### src/rtl/ft245_fifo_responder_pkg.sv
// Shared constants for the FT245 device-side responder: default geometry and
// the byte shown on the data bus while the RX buffer is empty.
package ft245_fifo_responder_pkg;

    localparam int          FT245_DEPTH      = 16;
    localparam int          FT245_TXE_MARGIN = 2;
    localparam logic [7:0]  FT245_IDLE_DATA  = 8'h00;

endpackage

### src/rtl/param_sync_fifo.sv
// Generic first-word-fall-through buffer: the head entry is always visible on
// popData; push is ignored when full and pop is ignored when empty.
module param_sync_fifo #(
    parameter int DATA_WIDTH = 8,
    parameter int DEPTH      = 16
) (
    input  logic                      clk,
    input  logic                      rst,
    input  logic                      push,
    input  logic [DATA_WIDTH-1:0]     pushData,
    input  logic                      pop,
    output logic [DATA_WIDTH-1:0]     popData,
    output logic [$clog2(DEPTH):0]    level,
    output logic                      full,
    output logic                      empty
);

    localparam int                    AW         = $clog2(DEPTH);
    localparam logic [AW:0]           FULL_LEVEL = (AW+1)'(DEPTH);

    logic [DATA_WIDTH-1:0] mem [DEPTH];
    logic [AW-1:0]         wrPtr;
    logic [AW-1:0]         rdPtr;
    logic                  doPush;
    logic                  doPop;

    assign full    = (level == FULL_LEVEL);
    assign empty   = (level == {(AW+1){1'b0}});
    assign doPush  = push & ~full;
    assign doPop   = pop & ~empty;
    assign popData = mem[rdPtr];

    // Storage array; contents need no reset because empty gates every reader.
    always_ff @(posedge clk) begin
        if (doPush) begin
            mem[wrPtr] <= pushData;
        end
    end

    // Pointers wrap naturally modulo DEPTH; level tracks occupancy 0..DEPTH.
    always_ff @(posedge clk) begin
        if (rst) begin
            wrPtr <= {AW{1'b0}};
            rdPtr <= {AW{1'b0}};
            level <= {(AW+1){1'b0}};
        end else begin
            if (doPush) begin
                wrPtr <= wrPtr + 1'b1;
            end
            if (doPop) begin
                rdPtr <= rdPtr + 1'b1;
            end
            case ({doPush, doPop})
                2'b10:   level <= level + 1'b1;
                2'b01:   level <= level - 1'b1;
                default: level <= level;
            endcase
        end
    end

endmodule

### src/rtl/ft245_fifo_responder.sv
// FTDI-side end of an FT245 synchronous FIFO link: RX buffer feeds the FPGA
// master, TX buffer collects master writes for a host-side stream.
module ft245_fifo_responder
    import ft245_fifo_responder_pkg::*;
#(
    parameter int DEPTH      = FT245_DEPTH,
    parameter int TXE_MARGIN = FT245_TXE_MARGIN
) (
    input  logic                     clk,
    input  logic                     rst,
    input  logic [7:0]               iHOST_DATA,
    input  logic                     iHOST_VALID,
    output logic                     oHOST_READY,
    output logic [7:0]               oHOST_DATA,
    output logic                     oHOST_VALID,
    input  logic                     iHOST_READY,
    output logic                     oFIFO_RXF_n,
    input  logic                     iFIFO_RD_n,
    output logic [7:0]               oFIFO_DATA,
    output logic                     oFIFO_DATA_EN,
    output logic                     oFIFO_TXE_n,
    input  logic                     iFIFO_WR_n,
    input  logic [7:0]               iFIFO_DATA,
    input  logic                     iFIFO_SIWU_n,
    output logic                     oSEND_IMMEDIATE,
    output logic [$clog2(DEPTH):0]   oRX_LEVEL,
    output logic [$clog2(DEPTH):0]   oTX_LEVEL,
    output logic                     oERR_RD,
    output logic                     oERR_WR
);

    localparam int           LW          = $clog2(DEPTH) + 1;
    localparam logic [LW-1:0] DEPTH_L    = LW'(DEPTH);
    localparam logic [LW-1:0] MARGIN_L   = LW'(TXE_MARGIN);

    logic            rstR;
    logic            siwuR;
    logic [LW-1:0]   rxLevel;
    logic [LW-1:0]   txLevel;
    logic            rxFull;
    logic            rxEmpty;
    logic            txFull;
    logic            txEmpty;
    logic [7:0]      rxHead;
    logic [7:0]      txHead;
    logic            rxPush;
    logic            rxPop;
    logic            txPush;
    logic            txPop;
    logic            txeBlocked;

    // rstR holds the flags in their reset state for the cycle following a reset edge.
    assign txeBlocked  = (DEPTH_L - txLevel) <= MARGIN_L;
    assign oFIFO_RXF_n = rstR | rxEmpty;
    assign oFIFO_TXE_n = rstR | txeBlocked;
    assign oHOST_READY = ~rstR & ~rxFull;
    assign oHOST_VALID = ~rstR & ~txEmpty;
    assign oFIFO_DATA  = rxEmpty ? FT245_IDLE_DATA : rxHead;
    assign oHOST_DATA  = txEmpty ? FT245_IDLE_DATA : txHead;
    assign oRX_LEVEL   = rxLevel;
    assign oTX_LEVEL   = txLevel;

    assign rxPush = iHOST_VALID & oHOST_READY;
    assign rxPop  = ~iFIFO_RD_n & ~oFIFO_RXF_n;
    assign txPush = ~iFIFO_WR_n & ~oFIFO_TXE_n;
    assign txPop  = oHOST_VALID & iHOST_READY;

    param_sync_fifo #(.DATA_WIDTH(8), .DEPTH(DEPTH)) rxFifo (
        .clk      (clk),
        .rst      (rst),
        .push     (rxPush),
        .pushData (iHOST_DATA),
        .pop      (rxPop),
        .popData  (rxHead),
        .level    (rxLevel),
        .full     (rxFull),
        .empty    (rxEmpty)
    );

    param_sync_fifo #(.DATA_WIDTH(8), .DEPTH(DEPTH)) txFifo (
        .clk      (clk),
        .rst      (rst),
        .push     (txPush),
        .pushData (iFIFO_DATA),
        .pop      (txPop),
        .popData  (txHead),
        .level    (txLevel),
        .full     (txFull),
        .empty    (txEmpty)
    );

    // Bus-side registers: data enable, SIWU edge pulse and sticky protocol errors.
    always_ff @(posedge clk) begin
        if (rst) begin
            rstR            <= 1'b1;
            oFIFO_DATA_EN   <= 1'b0;
            siwuR           <= 1'b1;
            oSEND_IMMEDIATE <= 1'b0;
            oERR_RD         <= 1'b0;
            oERR_WR         <= 1'b0;
        end else begin
            rstR            <= 1'b0;
            oFIFO_DATA_EN   <= ~iFIFO_RD_n;
            siwuR           <= iFIFO_SIWU_n;
            oSEND_IMMEDIATE <= siwuR & ~iFIFO_SIWU_n;
            oERR_RD         <= oERR_RD | (~iFIFO_RD_n & oFIFO_RXF_n);
            oERR_WR         <= oERR_WR | (~iFIFO_WR_n & oFIFO_TXE_n);
        end
    end

endmodule

### config.mk
export PLATFORM = sky130hd
export DESIGN_NAME = ft245_fifo_responder
export DESIGN_NICKNAME = d
export VERILOG_FILES = /design/src/rtl/ft245_fifo_responder_pkg.sv /design/src/rtl/param_sync_fifo.sv /design/src/rtl/ft245_fifo_responder.sv
export SDC_FILE = /design/constraint.sdc
export NUM_CORES = 1
export LEC_CHECK = 0
export ABC_AREA = 0
export BUFFER_PORTS_ARGS = -buffer_cell sky130_fd_sc_hd__buf_2
export CORE_MARGIN = 5
export CORE_UTILIZATION = 60
export DETAILED_ROUTE_END_ITERATION = 10
export PLACE_DENSITY = 0.78
export SLEW_MARGIN = 20
export SYNTH_ARGS = -nofsm -noshare
export SYNTH_HDL_FRONTEND = slang
export SYNTH_SLANG_ARGS = --single-unit
### constraint.sdc
create_clock -name clk -period 4.6 [get_ports clk]
set_input_delay 0.46 -clock clk [delete_from_list [all_inputs] [get_ports clk]]
set_output_delay 0.46 -clock clk [all_outputs]
set_load 0.1 [all_outputs]
==> results of run 1 <==
layout make-up:
| class | count | area (sq um) |
|---|---|---|
| flip-flops and latches | 296 | 8490 |
| repair buffers | 63 | 333 |
| well taps | 265 | 332 |
| inverters | 21 | 78.8 |
| multi-input cells | 334 | 3220 |
| clock inverters | 10 | 150 |
| clock buffers | 43 | 868 |
| fillers | 1260 | 6050 |
through the flow:
stage,area [sq um],utilization,TNS [ns],cells,hold slack (ns)
2_1_floorplan,11900,-,-0.0995,688,0.392
3_3_place_gp,12400,0.637,0,979,0.399
3_5_place_dp,12500,0.638,0,979,0.417
4_1_cts,13500,0.690,0,1032,0.107
5_1_grt,13500,0.690,0,1032,0.128
6_report,13500,0.690,0,1032,0.124
registers in the layout, indices dropped and copies added (netlist names), named ones only:
register         cells
rxFifo.mem         128
txFifo.mem         128
rxFifo.level         5
txFifo.level         5
rxFifo.rdPtr         4
rxFifo.wrPtr         4
txFifo.rdPtr         4
txFifo.wrPtr         4
oERR_RD              1
oERR_WR              1
oFIFO_DATA_EN        1
oSEND_IMMEDIATE      1
rstR                 1
siwuR                1
worst reg2reg max path, stage by stage (launching register included):
cell and delay, ns:
dfxtp_1 0.49, inv_1 0.11, ha_1 0.24, nor3b_1 0.16, ha_1 0.29, o2111ai_1 0.12, or4b_1 0.76, ha_1 0.45
xor2_1 0.19, ha_1 0.20, a21oi_1 0.24, a22oi_1 0.14, a31oi_1 0.17, xnor2_1 0.13, nor2_1 0.05
cell families (layout without fill, tap and decap cells):
| family | Yosys count | in the layout | synth area share |
|---|---|---|---|
| xor gates and xnor gates | 19 | 19 | 0.0140 |
| adders and majority gates | 22 | 22 | 0.0237 |
| and+or+nand+nor | 137 | 137 | 0.0573 |
| muxes | 101 | 101 | 0.142 |
| DFF | 296 | 296 | 0.713 |
| AOI/OAI and AO/OA | 55 | 55 | 0.0301 |
| buffers and inverters | 58 | 137 | 0.0202 |
worst paths after layout:
check        depth (start not counted)  slack, ns              end
min                                  2       0.12    oFIFO_DATA_EN
max                                  8       0.67    oHOST_DATA[0]
max reg2reg                         14       0.73  txFifo.level[4]
min reg2reg                          2       0.42  oSEND_IMMEDIATE
power by group through the flow:
stage	Combinational [W]	Clock [W]	Sequential [W]
detailed placement	0.00144	0	0.00311
floorplan	0.00109	0	0.00319
global placement	0.00141	0	0.00311
finish	0.00144	0.00246	0.00306
global route	0.00152	0.00263	0.00307
CTS	0.00145	0.00250	0.00306
synth_stat cells, types with 9 or more instances:
cell and instances:
a21oi_1 14, and2_1 15, buf_2 9, clkbuf_1 22, dfxtp_1 40, edfxtp_1 256, ha_1 21, inv_1 21
mux2i_1 42, mux4_2 54, nand2_1 21, nor2_1 49, o21ai_0 10, xor2_1 11
layer usage:
metal,vias to the layer above,GRT usage,routed length [microns]
li1,2785,-,-
met1,3228,0.294,9330
met2,223,0.342,11300
met3,47,0.0341,1310
met4,0,0.0517,500
met5,-,0,0
==> impl_metrics.json, run 1 <==
{
  "pwr-share-comb": 0.207,
  "min_period_ns": 3.93,
  "synth-seq-cells": 296,
  "start_util": 0.610,
  "post_drt_via_cell_ratio": 6.09,
  "die_w_microns": 151,
  "place_ws_ns": 0.754,
  "worst-path-buf-inv": 2,
  "grt-ovfl-total": 0,
  "worstPathArrival_ns": 3.47,
  "crit_slowest_cell": "nor2_1",
  "fin_ws_ns": 0.672,
  "switchingPower_w": 0.00210,
  "p_total_w": 0.00696,
  "fp.coreArea_sq_um": 19500,
  "max_cap_violations": 0,
  "worstPathRequired_ns": 4.14,
  "grt_pass1_vias": 6604,
  "synth_top_cell_area_share": 0.645,
  "track_usage": 0.207,
  "post_cts_buffers": 0,
  "fin_crit_sh": 0.854,
  "final_common_cell": "edfxtp_1",
  "synth_nets": 733,
  "hold_class": "in -> reg",
  "fin_skew_ns": 0.00942,
  "pwr-share-clk": 0.354,
  "diodes": 0,
  "leakagePower_nw": 4.42,
  "critPathTopFamily": "simple AND/OR/NAND/NOR gates",
  "finalWeightedCongestion": 0.837,
  "place_hpwl_microns": 14500,
  "detail-route-antenna-nets": 0,
  "syn_avg_cell_area_sq_um": 17.3,
  "route.detailed.wl_per_inst_microns": 21.8,
  "synthArstFlopShare": 0,
  "synth_top_cell_by_area": "edfxtp_1",
  "fmax_mhz": 255,
  "clkLatencyLatePin_ns": 0.53,
  "critPathKind": "reg -> out",
  "die_area_sq_um": 22800,
  "grt_pass1_wl_microns": 36400,
  "path_cells": "inv_1 -> ha_1 -> nor3b_1 -> ha_1 -> nor2_1 -> a32oi_1 -> o211ai_1 -> buf_2",
  "critPathMaxFanout": 12,
  "antenna_found_initial": 0,
  "cp_slowest_stage_delay_ns": 0.69,
  "io_buffers": 56,
  "cp-start-kind": "flop",
  "pin_count": 57,
  "worst_pin_slew_ns": 1.08,
  "drive_gt1_frac": 0.243,
  "dieHeight_microns": 151,
  "cts_made_buffers": 29,
  "r2r_start": "txFifo.level[0]",
  "drv_slew": 0,
  "synth_warnings": 0,
  "power_density_nw_per_um2": 516,
  "cts_tree": "built",
  "holdBufCountCts": 0,
  "run_status": "completed",
  "clock_sinks": 296,
  "ys_top_cells_by_area": "edfxtp_1, mux4_2, dfxtp_1, mux2i_1, ha_1",
  "p_seq_frac": 0.439,
  "swShare": 0.301,
  "rows": 51,
  "finalHoldViolations": 0,
  "synth_flop_cell": "edfxtp_1",
  "finalSetupViolCount": 0,
  "htreeDepth": 1,
  "drt_pre_antenna_iters": 5,
  "synth_cells": 688,
  "clk_path_buf_depth": 3,
  "wirelength_microns": 22500,
  "slew_headroom": 0.277,
  "vias": 6283,
  "p_int_w": 0.00486,
  "cp-end-kind": "primary output",
  "seq_area_frac_synth": 0.713,
  "cts_root_buf": "clkbuf_16",
  "nets": 790,
  "ir_worst_vdd_mv": 0.601,
  "mostFrequentLayoutCells": "edfxtp_1, buf_2, mux4_2",
  "drt_iter0_markers": 575,
  "netlist_area_sq_um": 11900,
  "worstHoldStart": "iFIFO_RD_n",
  "rsz0062_at_grt": "no",
  "syn_to_final_growth_pct": 13.1,
  "synth_cell_type_count": 48,
  "drc": 0,
  "synth_edf_count": 256,
  "crit_start": "txFifo.level[0]",
  "crit_top_cell": "ha_1",
  "clkTransAtPathRegs_ns": 0.06,
  "grt_max_degree": 35,
  "cts_resized": 0
}
No activity file was read; power rests on OpenSTA's default activity.
==> run 2: changes to the inputs <==
==> constraint.sdc (replaced) <==
create_clock -name clk -period 4.6 [get_ports clk]
set_input_delay 0.46 -clock clk [delete_from_list [all_inputs] [get_ports clk]]
set_output_delay 0.46 -clock clk [all_outputs]
set_load 0.05 [all_outputs]
==> run 2 against run 1 <==
Highest routed layer unchanged. Sequential power about the same. Cell count is 0.29% higher. Worst setup slack lost 0.029 ns. Largest power group unchanged. Critical path depth rose by 5. Count of clock-buffer cells in the layout decreased by 5. Register-to-register slack lost 0.09 ns. Sequential share of layout area rose by 0.57 points. Power shrank 8.7%. Fmax fell by 0.73%. Die area did not move.
==> impl_metrics.json, run 2 (synthesis results as in run 1) <==
{
  "run_status": "completed",
  "stdcell_area_sq_um": 13400,
  "worst_pin_slew_ns": 1.06,
  "fp.coreArea_sq_um": 19500,
  "grt_pass1_vias": 6623,
  "cts_made_buffers": 28,
  "clkTransAtPathRegs_ns": 0.06,
  "path_cells": "inv_1 -> ha_1 -> nor3b_1 -> ha_1 -> o2111ai_1 -> or4b_1 -> ha_1 -> xor2_1 -> ha_1 -> a21oi_1 -> xnor2_1 -> or3_1 -> a21oi_1",
  "wirelength_microns": 23700,
  "pwr-share-clk": 0.343,
  "drt_pre_antenna_iters": 5,
  "reg_top3": "rxFifo.mem: 128 flops, txFifo.mem: 128 flops",
  "post_drt_via_cell_ratio": 6.11,
  "crit_slowest_cell": "or4b_1",
  "start_util": 0.610,
  "power_density_nw_per_um2": 476,
  "htreeDepth": 1,
  "postLayoutCoreUtil": 0.684,
  "place_hpwl_microns": 15300,
  "hold_end": "siwuR",
  "drt_iter0_markers": 521,
  "critPathKind": "reg -> reg",
  "critPathTopFamily": "simple AND/OR/NAND/NOR gates",
  "post_cts_buffers": 0,
  "grt_pass1_wl_microns": 36900,
  "die_area_sq_um": 22800,
  "hold_depth": 2,
  "cts_resized": 0,
  "detail-route-antenna-nets": 0,
  "drive_gt1_frac": 0.225,
  "worstPathRequired_ns": 5.04,
  "fmax_mhz": 253,
  "vias": 6323,
  "worstHoldStart": "iFIFO_SIWU_n",
  "cp-start-kind": "flop",
  "swShare": 0.273,
  "syn_to_final_growth_pct": 12.1,
  "min_period_ns": 3.96,
  "antenna_found_initial": 0,
  "cts_tree": "built",
  "diodes": 0,
  "fin_skew_ns": 0.00542,
  "leakagePower_nw": 4.35,
  "r2r_start": "txFifo.level[0]",
  "rows": 51,
  "finalSetupViolCount": 0,
  "place_area_sq_um": 12500,
  "finalWeightedCongestion": 0.787,
  "dieHeight_microns": 151,
  "finalHoldViolations": 0,
  "switchingPower_w": 0.00174,
  "fillers": 1295,
  "p_seq_frac": 0.481,
  "dp_cells": 985,
  "p_int_w": 0.00462,
  "io_buffers": 56,
  "clock_sinks": 296,
  "pin_count": 57,
  "clk_path_buf_depth": 3,
  "rsz0062_at_grt": "no",
  "drc": 0,
  "grt-ovfl-total": 0,
  "r2r-end": "txFifo.level[2]",
  "nets": 795,
  "setup_tns_ns": 0,
  "r2r_slack_ns": 0.64,
  "cts_root_buf": "clkbuf_16",
  "ir_worst_vdd_mv": 0.325,
  "cp_slowest_stage_delay_ns": 0.77,
  "drv_slew": 0,
  "fin_crit_sh": 0.860,
  "die_w_microns": 151,
  "track_usage": 0.214,
  "pwr-share-comb": 0.176,
  "mostFrequentLayoutCells": "edfxtp_1, buf_2, mux4_2",
  "cp-end-kind": "flop",
  "worst-path-buf-inv": 1,
  "clkLatencyLatePin_ns": 0.52,
  "crit_top_cell": "ha_1",
  "regArea_sq_um": 8490,
  "worstPathArrival_ns": 4.40,
  "final_cells": 1035,
  "max_cap_violations": 0,
  "critPathMaxFanout": 16,
  "multi_input_area_sq_um": 3200,
  "hold_class": "in -> reg",
  "holdWs_ns": 0.139,
  "holdBufCountCts": 0,
  "slew_headroom": 0.290,
  "final_common_cell": "edfxtp_1",
  "ff2ff_path_depth": 13,
  "route.detailed.wl_per_inst_microns": 22.9,
  "grt_max_degree": 35
}
==> run 2: changes by cell type in the layout (fill, tap and decap cells not counted), moves of 3 or more <==
| cell | before | now |
|---|---|---|
| clkinv_2 | 6 | 2 |
| nor3_2 | 5 | 1 |
| nor3_1 | 4 | 8 |
| clkbuf_1 | 5 | 8 |
| clkbuf_8 | 9 | 1 |
| buf_4 | 7 | 13 |
| clkinv_1 | 0 | 7 |
==> run 2: layout make-up <==
type / instances / area share
tap: 265 / 0.0248
inverter: 21 / 0.00590
sequential: 296 / 0.636
clock inverter: 12 / 0.00778
multi-input combinational: 334 / 0.240
timing repair buffer: 69 / 0.0283
clock buffer: 38 / 0.0576
==> run 2: per-layer routing <==
metal	share of wire	GRT usage	vias to the layer above
met5	0	0	-
met2	0.52	0.375	251
met3	0.054	0.0365	40
met1	0.40	0.282	3226
met4	0.024	0.0571	0
li1	-	-	2806
==> run 2: how the worst max path moves through the flow <==
stage	depth (start not counted)	end	slack (ns)	from
after global placement	14	txFifo.level[4]	0.96	txFifo.level[0]
after global routing	13	txFifo.level[2]	0.44	txFifo.level[0]
after CTS	13	txFifo.level[2]	0.69	txFifo.level[0]
final	13	txFifo.level[2]	0.64	txFifo.level[0]
after floorplan	16	txFifo.level[4]	0.54	txFifo.level[0]
after detailed placement	13	txFifo.level[2]	0.73	txFifo.level[0]
==> run 2: metrics by stage <==
stage	total power (W)	setup WS, ns
CTS	0.00639	0.691
global route	0.00660	0.442
floorplan	0.00394	0.539
finish	0.00635	0.643
detailed placement	0.00423	0.732
global placement	0.00419	0.964
==> run 2: power groups by stage <==
stage	Combinational, W	Sequential, W	Clock, W
2_1_floorplan	0.000814	0.00313	0
3_3_place_gp	0.00108	0.00311	0
3_5_place_dp	0.00111	0.00311	0
4_1_cts	0.00112	0.00306	0.00221
5_1_grt	0.00119	0.00307	0.00234
6_report	0.00112	0.00306	0.00218
==> run 3: changes to the inputs <==
==> constraint.sdc (replaced) <==
create_clock -name clk -period 4 [get_ports clk]
set_input_delay 0.4 -clock clk [delete_from_list [all_inputs] [get_ports clk]]
set_output_delay 0.4 -clock clk [all_outputs]
set_load 0.05 [all_outputs]
==> run 3 against run 2 <==
Via count down 0.77%. Count of clock-buffer cells in the layout up 2. Utilization up 0.62 points. Clock skew up 0.0082 ns. Largest power group unchanged. Highest routed layer unchanged.
==> impl_metrics.json, run 3 (synthesis results as in run 1) <==
{
  "run_status": "completed",
  "reg_top3": "rxFifo.mem: 128 flops, txFifo.mem: 128 flops",
  "place_hpwl_microns": 15000,
  "final_cells": 1039,
  "clock_sinks": 296,
  "grt_pass1_wl_microns": 36700,
  "switchingPower_w": 0.00204,
  "fin_crit_sh": 0.914,
  "post_cts_buffers": 0,
  "post_drt_via_cell_ratio": 6.04,
  "r2r_slack_ns": 0.44,
  "swShare": 0.273,
  "worstPathArrival_ns": 3.26,
  "final_common_cell": "edfxtp_1",
  "drv_slew": 0,
  "fin_skew_ns": 0.0136,
  "grt-ovfl-total": 0,
  "drt_pre_antenna_iters": 5,
  "slew_headroom": 0.277,
  "rows": 51,
  "p_int_w": 0.00544,
  "holdBufCountCts": 0,
  "cts_resized": 0,
  "grt_max_degree": 35,
  "worstPathRequired_ns": 3.60,
  "max_cap_violations": 0,
  "dp_cells": 987,
  "vias": 6274,
  "fin_ws_ns": 0.342,
  "track_usage": 0.213,
  "critPathKind": "reg -> out",
  "cp-end-kind": "primary output",
  "finalWeightedCongestion": 0.833,
  "drive_gt1_frac": 0.243,
  "critPathMaxFanout": 12,
  "diodes": 0,
  "cts_tree": "built",
  "place_area_sq_um": 12500,
  "min_period_ns": 3.66,
  "clk_path_buf_depth": 3,
  "drt_iter0_markers": 445,
  "clkLatencyLatePin_ns": 0.53,
  "drc": 0,
  "nets": 797,
  "cp-start-kind": "flop",
  "die_w_microns": 151,
  "stdcell_area_sq_um": 13500,
  "fp.coreArea_sq_um": 19500,
  "pin_count": 57,
  "io_buffers": 56,
  "detail-route-antenna-nets": 0,
  "mostFrequentLayoutCells": "edfxtp_1, buf_2, mux4_2",
  "die_area_sq_um": 22800,
  "power_density_nw_per_um2": 556,
  "r2r_start": "txFifo.level[0]",
  "worstHoldStart": "iFIFO_RD_n",
  "place_ws_ns": 0.479,
  "ir_worst_vdd_mv": 0.378,
  "pwr-share-clk": 0.359,
  "worst_pin_slew_ns": 1.08,
  "ff2ff_path_depth": 14,
  "antenna_found_initial": 0,
  "grt_pass1_vias": 6544,
  "setup_tns_ns": 0,
  "finalHoldViolations": 0,
  "pwr-share-comb": 0.172,
  "r2r-end": "txFifo.level[4]",
  "rsz0062_at_grt": "no",
  "clkTransAtPathRegs_ns": 0.06,
  "syn_to_final_growth_pct": 13.1,
  "leakagePower_nw": 4.41,
  "wirelength_microns": 23100,
  "route.detailed.wl_per_inst_microns": 22.3,
  "dieHeight_microns": 151,
  "hold_depth": 2,
  "finalSetupViolCount": 0,
  "htreeDepth": 1,
  "holdWs_ns": 0.0546,
  "cts_root_buf": "clkbuf_16",
  "hold_end": "oFIFO_DATA_EN",
  "start_util": 0.610,
  "hold_class": "in -> reg",
  "fmax_mhz": 273,
  "p_seq_frac": 0.469,
  "cts_made_buffers": 28
}
==> run 3: how the worst max path moves through the flow <==
| stage | start | endpoint | cells after the start |
|---|---|---|---|
| 2_1_floorplan | txFifo.level[0] | txFifo.level[4] | 17 |
| 3_3_place_gp | txFifo.level[0] | txFifo.level[4] | 14 |
| 3_5_place_dp | txFifo.level[0] | txFifo.level[2] | 13 |
| 4_1_cts | txFifo.level[0] | oHOST_DATA[4] | 8 |
| 5_1_grt | txFifo.level[1] | oHOST_DATA[4] | 8 |
| 6_report | txFifo.level[0] | oHOST_DATA[4] | 8 |
==> run 3: critical path, stage by stage (launching register included) <==
cell and delay, ns:
dfxtp_1 0.48, inv_1 0.12, ha_1 0.23, nor3b_1 0.16, ha_1 0.29, nor2_1 0.66, a32oi_1 0.20, o211ai_1 0.27
buf_2 0.31
==> run 3: area by class of cell <==
type	instances	area (sq um)
Timing Repair Buffer	71	405
Tap cell	265	332
Fill cell	1250	6050
Sequential cell	296	8490
Multi-Input combinational cell	334	3190
Clock buffer	40	871
Inverter	21	78.8
Clock inverter	12	108
==> run 3: metal layers <==
metal | up-vias | global-route usage | share of wire
met5 | - | 0 | 0
met3 | 44 | 0.0335 | 0.058
met2 | 254 | 0.351 | 0.50
met4 | 0 | 0.0589 | 0.023
li1 | 2802 | - | -
met1 | 3174 | 0.300 | 0.42
==> run 3: through the flow <==
stage                util  power [W]
finish              0.690    0.00749
CTS                 0.690    0.00753
global route        0.690    0.00778
detailed placement  0.640    0.00486
global placement    0.640    0.00482
floorplan               -    0.00454
==> run 3: power by group through the flow <==
stage	registers [W]	clock network, W	logic [W]
final	0.00351	0.00269	0.00129
after global routing	0.00352	0.00287	0.00138
after floorplan	0.00360	0	0.000939
after global placement	0.00357	0	0.00125
after detailed placement	0.00358	0	0.00128
after CTS	0.00351	0.00272	0.00129
